===== src/rtl/tta_alu_pkg.sv =====
// Shared types and constants for TTA ALU function-unit sharing blocks.
package tta_alu_pkg;

  localparam int unsigned DATAW = 32;
  localparam int unsigned OPCW  = 4;

  // ALU opcodes; 13..15 fall through to the FU's compare path
  localparam logic [OPCW-1:0] OPC_ADD  = OPCW'(0);
  localparam logic [OPCW-1:0] OPC_AND  = OPCW'(1);
  localparam logic [OPCW-1:0] OPC_EQ   = OPCW'(2);
  localparam logic [OPCW-1:0] OPC_GT   = OPCW'(3);
  localparam logic [OPCW-1:0] OPC_GTU  = OPCW'(4);
  localparam logic [OPCW-1:0] OPC_IOR  = OPCW'(5);
  localparam logic [OPCW-1:0] OPC_SHL  = OPCW'(6);
  localparam logic [OPCW-1:0] OPC_SHR  = OPCW'(7);
  localparam logic [OPCW-1:0] OPC_SHRU = OPCW'(8);
  localparam logic [OPCW-1:0] OPC_SUB  = OPCW'(9);
  localparam logic [OPCW-1:0] OPC_SXHW = OPCW'(10);
  localparam logic [OPCW-1:0] OPC_SXQW = OPCW'(11);
  localparam logic [OPCW-1:0] OPC_XOR  = OPCW'(12);

  typedef enum logic [1:0] {
    ST_IDLE  = 2'd0,
    ST_ISSUE = 2'd1,
    ST_CAPT  = 2'd2,
    ST_RESP  = 2'd3
  } arb_state_e;

  // One latched request: opcode, trigger operand a, second operand b
  typedef struct packed {
    logic [OPCW-1:0]  opcode;
    logic [DATAW-1:0] a;
    logic [DATAW-1:0] b;
  } alu_req_t;

endpackage


===== src/rtl/rr_arbiter_nreq.sv =====
// Combinational round-robin pick: first set request at or after ptr, wrapping.
module rr_arbiter_nreq #(
  parameter int unsigned NREQ = 4,
  parameter int unsigned IDW  = 2
) (
  input  logic [NREQ-1:0] req,
  input  logic [IDW-1:0]  ptr,
  output logic [NREQ-1:0] grant,
  output logic [IDW-1:0]  grant_idx,
  output logic            grant_valid
);

  logic           hi_valid;
  logic [IDW-1:0] hi_idx;
  logic [IDW-1:0] lo_idx;

  // Descending scan: lowest request overall (wrap case) and lowest at/after ptr
  always_comb begin
    hi_valid    = 1'b0;
    hi_idx      = '0;
    lo_idx      = '0;
    grant_valid = 1'b0;
    grant       = '0;
    for (int i = int'(NREQ) - 1; i >= 0; i--) begin
      if (req[i]) begin
        grant_valid = 1'b1;
        lo_idx      = IDW'(i);
        if (i >= int'(ptr)) begin
          hi_valid = 1'b1;
          hi_idx   = IDW'(i);
        end
      end
    end
    grant_idx = hi_valid ? hi_idx : lo_idx;
    if (grant_valid) grant[grant_idx] = 1'b1;
  end

endmodule


===== src/rtl/fu_alu_share_arb.sv =====
// Shares one latency-1 ALU function unit among NREQ requesters, round-robin,
// one operation in flight. Optional perf counters: define FU_ARB_PERFCNT_EN.
module fu_alu_share_arb
  import tta_alu_pkg::*;
#(
  parameter int unsigned NREQ = 4,
  parameter int unsigned IDW  = 2
) (
  input  logic                  clk,
  input  logic                  reset,
  input  logic [NREQ-1:0]       req_valid,
  output logic [NREQ-1:0]       req_ready,
  input  logic [NREQ*OPCW-1:0]  req_opcode,
  input  logic [NREQ*DATAW-1:0] req_a,
  input  logic [NREQ*DATAW-1:0] req_b,
  output logic                  resp_valid,
  input  logic                  resp_ready,
  output logic [IDW-1:0]        resp_id,
  output logic [DATAW-1:0]      resp_data,
  output logic [DATAW-1:0]      fu_t1data,
  output logic [OPCW-1:0]       fu_t1opcode,
  output logic                  fu_t1load,
  output logic [DATAW-1:0]      fu_o1data,
  output logic                  fu_o1load,
  input  logic [DATAW-1:0]      fu_r1data,
`ifdef FU_ARB_PERFCNT_EN
  output logic [31:0]           perf_busy,
  output logic [31:0]           perf_lock,
`endif
  input  logic                  glock
);

  arb_state_e      state_q, state_d;
  logic [IDW-1:0]  rr_q, rr_d;
  logic [IDW-1:0]  id_q, id_d;
  alu_req_t        hold_q, hold_d;
  logic [NREQ-1:0] req_ready_d;
  logic            resp_valid_d;
  logic [IDW-1:0]  resp_id_d;
  logic [DATAW-1:0] resp_data_d;

  logic [NREQ-1:0] win_grant;
  logic [IDW-1:0]  win_idx;
  logic            win_valid;
  alu_req_t        win_req;

  rr_arbiter_nreq #(.NREQ(NREQ), .IDW(IDW)) u_arb (
    .req        (req_valid),
    .ptr        (rr_q),
    .grant      (win_grant),
    .grant_idx  (win_idx),
    .grant_valid(win_valid)
  );

  // Select the winning requester's payload
  always_comb begin
    win_req = '0;
    for (int i = 0; i < int'(NREQ); i++) begin
      if (win_idx == IDW'(i)) begin
        win_req.opcode = req_opcode[i*OPCW +: OPCW];
        win_req.a      = req_a[i*DATAW +: DATAW];
        win_req.b      = req_b[i*DATAW +: DATAW];
      end
    end
  end

  // State, pointer, holding and response registers
  always_ff @(posedge clk or negedge reset) begin
    if (!reset) begin
      state_q    <= ST_IDLE;
      rr_q       <= '0;
      id_q       <= '0;
      hold_q     <= '0;
      req_ready  <= '0;
      resp_valid <= 1'b0;
      resp_id    <= '0;
      resp_data  <= '0;
    end else begin
      state_q    <= state_d;
      rr_q       <= rr_d;
      id_q       <= id_d;
      hold_q     <= hold_d;
      req_ready  <= req_ready_d;
      resp_valid <= resp_valid_d;
      resp_id    <= resp_id_d;
      resp_data  <= resp_data_d;
    end
  end

  // Next-state and register-update decode
  always_comb begin
    state_d      = state_q;
    rr_d         = rr_q;
    id_d         = id_q;
    hold_d       = hold_q;
    req_ready_d  = '0;
    resp_valid_d = resp_valid;
    resp_id_d    = resp_id;
    resp_data_d  = resp_data;
    unique case (state_q)
      ST_IDLE: begin
        if (win_valid) begin
          req_ready_d = win_grant;
          hold_d      = win_req;
          id_d        = win_idx;
          rr_d        = (win_idx == IDW'(NREQ - 1)) ? '0 : win_idx + IDW'(1);
          state_d     = ST_ISSUE;
        end
      end
      ST_ISSUE: begin
        if (!glock) state_d = ST_CAPT;
      end
      ST_CAPT: begin
        if (!glock) begin
          resp_data_d  = fu_r1data;
          resp_id_d    = id_q;
          resp_valid_d = 1'b1;
          state_d      = ST_RESP;
        end
      end
      ST_RESP: begin
        if (resp_ready) begin
          resp_valid_d = 1'b0;
          state_d      = ST_IDLE;
        end
      end
      default: state_d = ST_IDLE;
    endcase
  end

  // FU data follows the holding regs; only the strobes depend on state
  assign fu_t1data   = hold_q.a;
  assign fu_o1data   = hold_q.b;
  assign fu_t1opcode = hold_q.opcode;
  assign fu_t1load   = (state_q == ST_ISSUE);
  assign fu_o1load   = (state_q == ST_ISSUE);

`ifdef FU_ARB_PERFCNT_EN
  // Saturating busy and glock-stall cycle counters
  always_ff @(posedge clk or negedge reset) begin
    if (!reset) begin
      perf_busy <= '0;
      perf_lock <= '0;
    end else begin
      if (state_q != ST_IDLE && perf_busy != 32'hFFFF_FFFF)
        perf_busy <= perf_busy + 32'd1;
      if ((state_q == ST_ISSUE || state_q == ST_CAPT) && glock && perf_lock != 32'hFFFF_FFFF)
        perf_lock <= perf_lock + 32'd1;
    end
  end
`endif

endmodule


===== config.mk =====
export PLATFORM = sky130hd
export DESIGN_NAME = fu_alu_share_arb
export DESIGN_NICKNAME = d
export VERILOG_FILES = /design/src/rtl/tta_alu_pkg.sv /design/src/rtl/rr_arbiter_nreq.sv /design/src/rtl/fu_alu_share_arb.sv
export SDC_FILE = /design/constraint.sdc
export NUM_CORES = 1
export LEC_CHECK = 0
export BUFFER_PORTS_ARGS = -buffer_cell sky130_fd_sc_hd__buf_2
export CAP_MARGIN = 15
export CORE_AREA = 2 2 166 168
export DETAILED_ROUTE_END_ITERATION = 6
export DIE_AREA = 0 0 168 170
export PLACE_DENSITY = 0.52
export SLEW_MARGIN = 10
export SYNTH_ARGS = -nofsm -noshare
export SYNTH_HDL_FRONTEND = slang
export SYNTH_SLANG_ARGS = --single-unit

===== constraint.sdc =====
create_clock -name clk -period 2.6 [get_ports clk]
set_input_delay 0.13 -clock clk [delete_from_list [all_inputs] [get_ports clk]]
set_output_delay 0.13 -clock clk [all_outputs]
set_load 0.1 [all_outputs]

# --- After elaboration in Yosys (flattened, before gate mapping) ---
# Index checks and enable logic that the tools add are counted.
op_classes:
  addsub: 1
  magnitude_cmp: 5
  n_eq_ne: 10
  mux: 38
  bitwise_logic: 1
  reduce_logical: 8
ops:
  columns: ["cell", "count"]
  rows:
  - ["two-way mux 68 bit", 4]
  - ["two-way mux 2 bit", 16]
  - ["two-way mux 1 bit", 13]
  - ["equality test 2 bit, second input constant", 4]
  - ["two-way mux 4 bit", 2]
  - ["case mux 2 bit (4 select lines)", 1]
  - ["!= test 2 bit, second input constant", 3]
  - ["equality test 2 x 1 -> 1 bit, second input constant", 2]
  - ["greater-or-equal comparator 1 x 2 -> 1 bit, first input constant", 2]
  - ["logical NOT 2 bit", 2]
  - ["AND reduction 2 bit", 2]
  - ["AND reduction 4 bit", 1]
  - ["less-than comparator 2 x 3 -> 1 bit, second input constant", 1]
  - ["AND reduction 3 bit", 1]
  - ["adder 2 x 1 -> 2 bit, second input constant", 1]
  - ["demux 1 bit (select 2 bit)", 1]
  - ["greater-or-equal comparator 2 x 1 -> 1 bit, second input constant", 1]
  - ["greater-or-equal comparator 2 bit, first input constant", 1]
  - ["!= test 2 x 1 -> 1 bit, second input constant", 1]
  - ["case mux 1 bit (2 select lines)", 1]
  - ["nonzero test 2 bit", 1]
  - ["logical AND 1 bit", 1]
  - ["inverter 1 bit", 1]
totals:
  reg_bits: 113
  input_bits: 312

# --- Depth between registers and ports, before layout ---
logic_depth:
  depth_word: 14
  depth_mapped: 10

# --- By module ---
# Synthesis repeated with hierarchy kept, for this count alone.
unflattened:
  hier_cells: 551
  area_unflattened_um2: 6075.8
by_module_without_submodules:
  columns: ["mod", "instances", "cells_each", "area_per_inst_um2", "seq_area_each_um2"]
  rows:
  - ["fu_alu_share_arb", 1, 521, 5900.7, 2827.7]
  - ["rr_arbiter_nreq", 1, 30, 175.2, 0.0]

# --- Worst setup path after synthesis ---
# OpenSTA, ideal clock, no wires.
synth_timing:
  kind: "flip-flop to flip-flop"
  startpoint: "reg rr_q[1]"
  endpoint: "reg hold_q, in the netlist fu_t1data[14]"
  setup_ns: 0.127
  t_arrival_ns: 2.073
  required_ns: 2.473
  slack_ns: 0.400
  stages_incl_launch_ff: 10
  path_buffers: 2
  synth_period_minus_slack_ns: 2.200
  path_cell_list: "dfrtp_1 > mux2i_1 > nor2_1 > or3_1 > ha_1 > clkbuf_1 > buf_2 > or2_2 > a221oi_1 > o31ai_1"
synth_between:
  elab_chain_len: 13
  elab_cells_between_ends: 24
  cone_classes: "order compare: 3; eq/ne: 3; mux: 17; reduce/logical: 1"
synth_lines:
  columns: ["item", "line_no", "source"]
  rows:
  - ["from (decl)", "fu_alu_share_arb.sv:34", "logic [IDW-1:0] rr_q, rr_d;"]
  - ["from (signal assigned)", "fu_alu_share_arb.sv:80", "rr_q <= rr_d;"]
  - ["greater-or-equal comparator 2 bit", "rr_arbiter_nreq.sv:28", "if (i >= int'(ptr)) begin"]
  - ["two-way mux 2 bit or two-way mux 1 bit (tied branches)", "rr_arbiter_nreq.sv:28", null]
  - ["two-way mux 2 bit or two-way mux 1 bit (tied branches)", "rr_arbiter_nreq.sv:25", "if (req[i]) begin"]
  - ["two-way mux 2 bit or two-way mux 1 bit (tied branches)", "rr_arbiter_nreq.sv:28", null]
  - ["two-way mux 2 bit or two-way mux 1 bit (tied branches)", "rr_arbiter_nreq.sv:25", null]
  - ["two-way mux 2 bit or two-way mux 1 bit (tied branches)", "rr_arbiter_nreq.sv:28", null]
  - ["two-way mux 2 bit or two-way mux 1 bit (tied branches)", "rr_arbiter_nreq.sv:25", null]
  - ["two-way mux 2 bit *", "rr_arbiter_nreq.sv:34", "grant_idx = hi_valid ? hi_idx : lo_idx;"]
  - ["logical NOT 2 bit", "fu_alu_share_arb.sv:59", "if (win_idx == IDW'(i)) begin"]
  - ["two-way mux 68 bit (3 in series)", "fu_alu_share_arb.sv:59", null]
  - ["two-way mux 68 bit *", "fu_alu_share_arb.sv:59", null]
  - ["to (signal assigned)", "fu_alu_share_arb.sv:82", "hold_q <= hold_d;"]
  - ["to (decl)", "fu_alu_share_arb.sv:36", "alu_req_t hold_q, hold_d;"]
# Mark *: on every way between the ends. The rest lies on a longest branch, timed or not.
# A chain may end at the register's enable or synchronous reset.

# --- Worst setup path in the final report ---
layout_timing:
  startpoint: "reg rr_q[1]"
  endpoint: "reg hold_q, in the netlist fu_t1data[13]"
layout_between:
  elab_chain_len: 13
  elab_cells_between_ends: 24
  cone_classes: "order compare: 3; eq/ne: 3; mux: 17; reduce/logical: 1"
layout_lines:
  columns: ["item", "line_no", "source"]
  rows:
  - ["greater-or-equal comparator 2 bit", "rr_arbiter_nreq.sv:28", null]
  - ["two-way mux 2 bit or two-way mux 1 bit (tied branches)", "rr_arbiter_nreq.sv:28", null]
  - ["two-way mux 2 bit or two-way mux 1 bit (tied branches)", "rr_arbiter_nreq.sv:25", null]
  - ["two-way mux 2 bit or two-way mux 1 bit (tied branches)", "rr_arbiter_nreq.sv:28", null]
  - ["two-way mux 2 bit or two-way mux 1 bit (tied branches)", "rr_arbiter_nreq.sv:25", null]
  - ["two-way mux 2 bit or two-way mux 1 bit (tied branches)", "rr_arbiter_nreq.sv:28", null]
  - ["two-way mux 2 bit or two-way mux 1 bit (tied branches)", "rr_arbiter_nreq.sv:25", null]
  - ["two-way mux 2 bit *", "rr_arbiter_nreq.sv:34", null]
  - ["net u_arb.grant_idx[0]", "rr_arbiter_nreq.sv:9", "output logic [IDW-1:0] grant_idx,"]
  - ["logical NOT 2 bit", "fu_alu_share_arb.sv:59", null]
  - ["two-way mux 68 bit (3 in series)", "fu_alu_share_arb.sv:59", null]
  - ["two-way mux 68 bit *", "fu_alu_share_arb.sv:59", null]
# The timed path passes the listed nets; every way through them passes the cells marked *.

==> reports/metrics.csv <==
metric,value,unit
status,"finished, final reports clean",
synth_fp_nets,935,
hold_class,in2reg,
n_fill_cell,2785,
cts_root_buf,clkbuf_16,
finalWeightedCongestion,0.828,
finalNonFillerCells,1391,
synth.area.top_cells,"dfrtp_1 46%, a211o_1 9.2%, o31ai_1 8.3%, o22ai_1 6.8%, a31oi_1 6.6%",
max_slew_margin,60.4,%
pin_count,421,
fin_crit,2400,ps
clk_latency,410,ps
ys_seq_elements,113,
critical_path_buf_inv_count,1,
max_stage_delay,410,ps
path_class,reg2reg,
critPathCaptureType,register,
synth_compound_area_share,33.0,%
timing.rr.start,rr_q[1],
r2r_setup_slack,200,ps
synth_cells,615,
vias,6813,
cp-start-kind,register,
synth_top_area_share,45.8,%
synthXorXnorAreaFrac,0,%
start_util,23.2,%
startpoint,rr_q[1],
crit_arrival,2700,ps
area_growth,55.3,%
worstMarginPinSlew,593,ps
drt_iter0_markers,372,
cts.sinks,113,
gr-usage-all-layers,17.9,%
final_hold_viol_count,0,
cts_made_buffers,17,
yosysMostFrequentCell,dfrtp_1,
fin_nets,1357,
post-place-cells,1325,
synth_flop_cell,dfrtp_1,
synthSimpleGateAreaFrac,6.16,%
synth_top_family_by_area,compound AO/OA/AOI/OAI gates,
core-area,0.0267,mm²
die_h,170,µm
synth_warnings,0,
crit_family,simple AND/OR/NAND/NOR gates,
cts_resized,0,
wirelength,26800,µm
regArea,0.00283,mm²
synth_edf_count,0,
timing.hold.ws,39.0,ps
r2r_end,fu_t1data[13],
finalSetupTns,0,ps
critical-path-slowest-cell,dfrtp_1,
grt_pass1_wl,39100,µm
yosysSeqAreaShare,45.8,%
setup_viol,0,
placementRows,60,
drv_cap,0,
synthArstFlopShare,100,%
die_x,168,µm
syn_area_per_cell,10.0,µm²
synth_cell_types,31,
drc,0,
path_clk_slew,60,ps
drtAntennaViolNets,0,
synthAdderAreaFrac,1.62,%
grt_remaining_overflow,0,
cts_tree,yes,
crit_end,fu_t1data[13],
layout-drive-gt1-share,49.6,%
rsz0062_at_grt,false,
wl_per_cell,19.2,µm
antenna_found_initial,1,
fmax,417,MHz
htree_levels,4,
critPathMaxFanout,49,
die_area,0.0286,mm²
yosysTopAreaCell,dfrtp_1,
finish.utilization,36.0,%
dpl.hpwl,19800,µm
crit_chain,mux2i_1 > nor2_1 > nor3_1 > ha_2 > nand2b_4 > buf_12 > o22ai_1 > o31ai_1,
post-cts-setup-buffers,0,
multiInputGateArea,0.00297,mm²
synthesis.area,0.00618,mm²
num_antenna_cells,0,
worstPathRequired,2900,ps
clock_skew,14.8,ps
grt_max_degree,88,
dr.pass1.iters,5,
viasPerCell,4.90,
portBuffers,420,
muxShareOfSynthArea,6.72,%
crit_cells,8,
ctsHoldBuffers,34,
maxSlewViolCount,0,
clk_path_buf_depth,2,
grt_pass1_vias,6739,
period_share,92.3,%
yosys-top-cells-count,"113 x dfrtp_1, 74 x nand2_1, 68 x o31ai_1, 67 x o22ai_1",
worstRegToRegCells,8,
[cell type report]
cell class | instances | share of cell area (%)
clock buffers | 19 | 4.72
clock inverters | 13 | 1.70
inverters | 9 | 0.352
multi-input cells | 420 | 30.9
flip-flops and latches | 113 | 29.5
well taps | 341 | 4.45
repair buffers | 476 | 28.4
[cells in the final DEF (no fill, tap or decap), types with 2 or more instances in the layout]
cell type / Yosys / final
a211o_1: 65 / 65
a21oi_1: 3 / 3
a221oi_1: 4 / 4
a31oi_1: 65 / 65
buf_12: 0 / 9
buf_2: 28 / 419
buf_4: 19 / 14
bufinv_16: 0 / 2
clkbuf_16: 0 / 17
clkbuf_8: 0 / 2
dfrtp_1: 113 / 113
dlygate4sd3_1: 0 / 34
ha_1: 8 / 4
ha_2: 0 / 4
inv_1: 8 / 7
inv_2: 0 / 2
inv_6: 0 / 7
inv_8: 0 / 3
mux2_2: 36 / 36
nand2_1: 74 / 74
nand2b_1: 3 / 2
nor2_1: 8 / 8
nor2b_1: 3 / 2
nor3_1: 2 / 2
o22ai_1: 67 / 67
o31ai_1: 68 / 68
o41ai_1: 2 / 2
or2_2: 2 / 2
[sequential cells by signal, indices dropped and copies added (netlist names)]
| signal | flops |
|---|---|
| fu_o1data | 32 |
| fu_t1data | 32 |
| fu_t1opcode | 4 |
| id_q | 2 |
| req_ready | 4 |
| resp_data | 32 |
| resp_id | 2 |
| resp_valid | 1 |
| rr_q | 2 |
| state_q | 2 |
[worst min path at each step]
stage | to | slack, ps | cells past startpoint | start
2_1_floorplan | fu_o1data[0] | -170 | 0 | reset
3_3_place_gp | fu_t1opcode[2] | 180 | 2 | reset
3_5_place_dp | fu_t1opcode[2] | 180 | 2 | reset
4_1_cts | fu_t1data[12] | 10 | 3 | req_a[108]
5_1_grt | fu_o1data[13] | 30 | 3 | req_b[77]
6_report | fu_t1data[12] | 40 | 3 | req_a[108]
[routing by layer]
layer / vias up / track usage (%) / wire (µm)
met4: 2 / 4.39 / 364
met3: 19 / 4.49 / 1930
met5: - / 0 / 13
met1: 3196 / 22.5 / 11400
li1: 3252 / - / -
met2: 344 / 30.8 / 13100
[through the flow]
step	setup WS, ps	area (µm²)
3_5_place_dp	202	8640
2_1_floorplan	400	6180
4_1_cts	211	9590
5_1_grt	11.7	9590
3_3_place_gp	255	8640
6_report	201	9590
[cell families after synthesis]
| logic type | after synthesis |
|---|---|
| AOI/OAI and AO/OA | 281 |
| adders and majority gates | 8 |
| buffers and inverters | 82 |
| and+or+nand+nor | 94 |
| muxes | 37 |
| DFF | 113 |
[worst register-to-register path, cell delays in order, from the launching register on]
cell      delay, ps
dfrtp_1         410
mux2i_1         200
nor2_1           90
nor3_1          340
ha_2            340
nand2b_4        170
buf_12          220
o22ai_1         230
o31ai_1         290
Power is not shown: default switching activity piles up to over one toggle a cycle in this logic, so the estimate is an artifact.
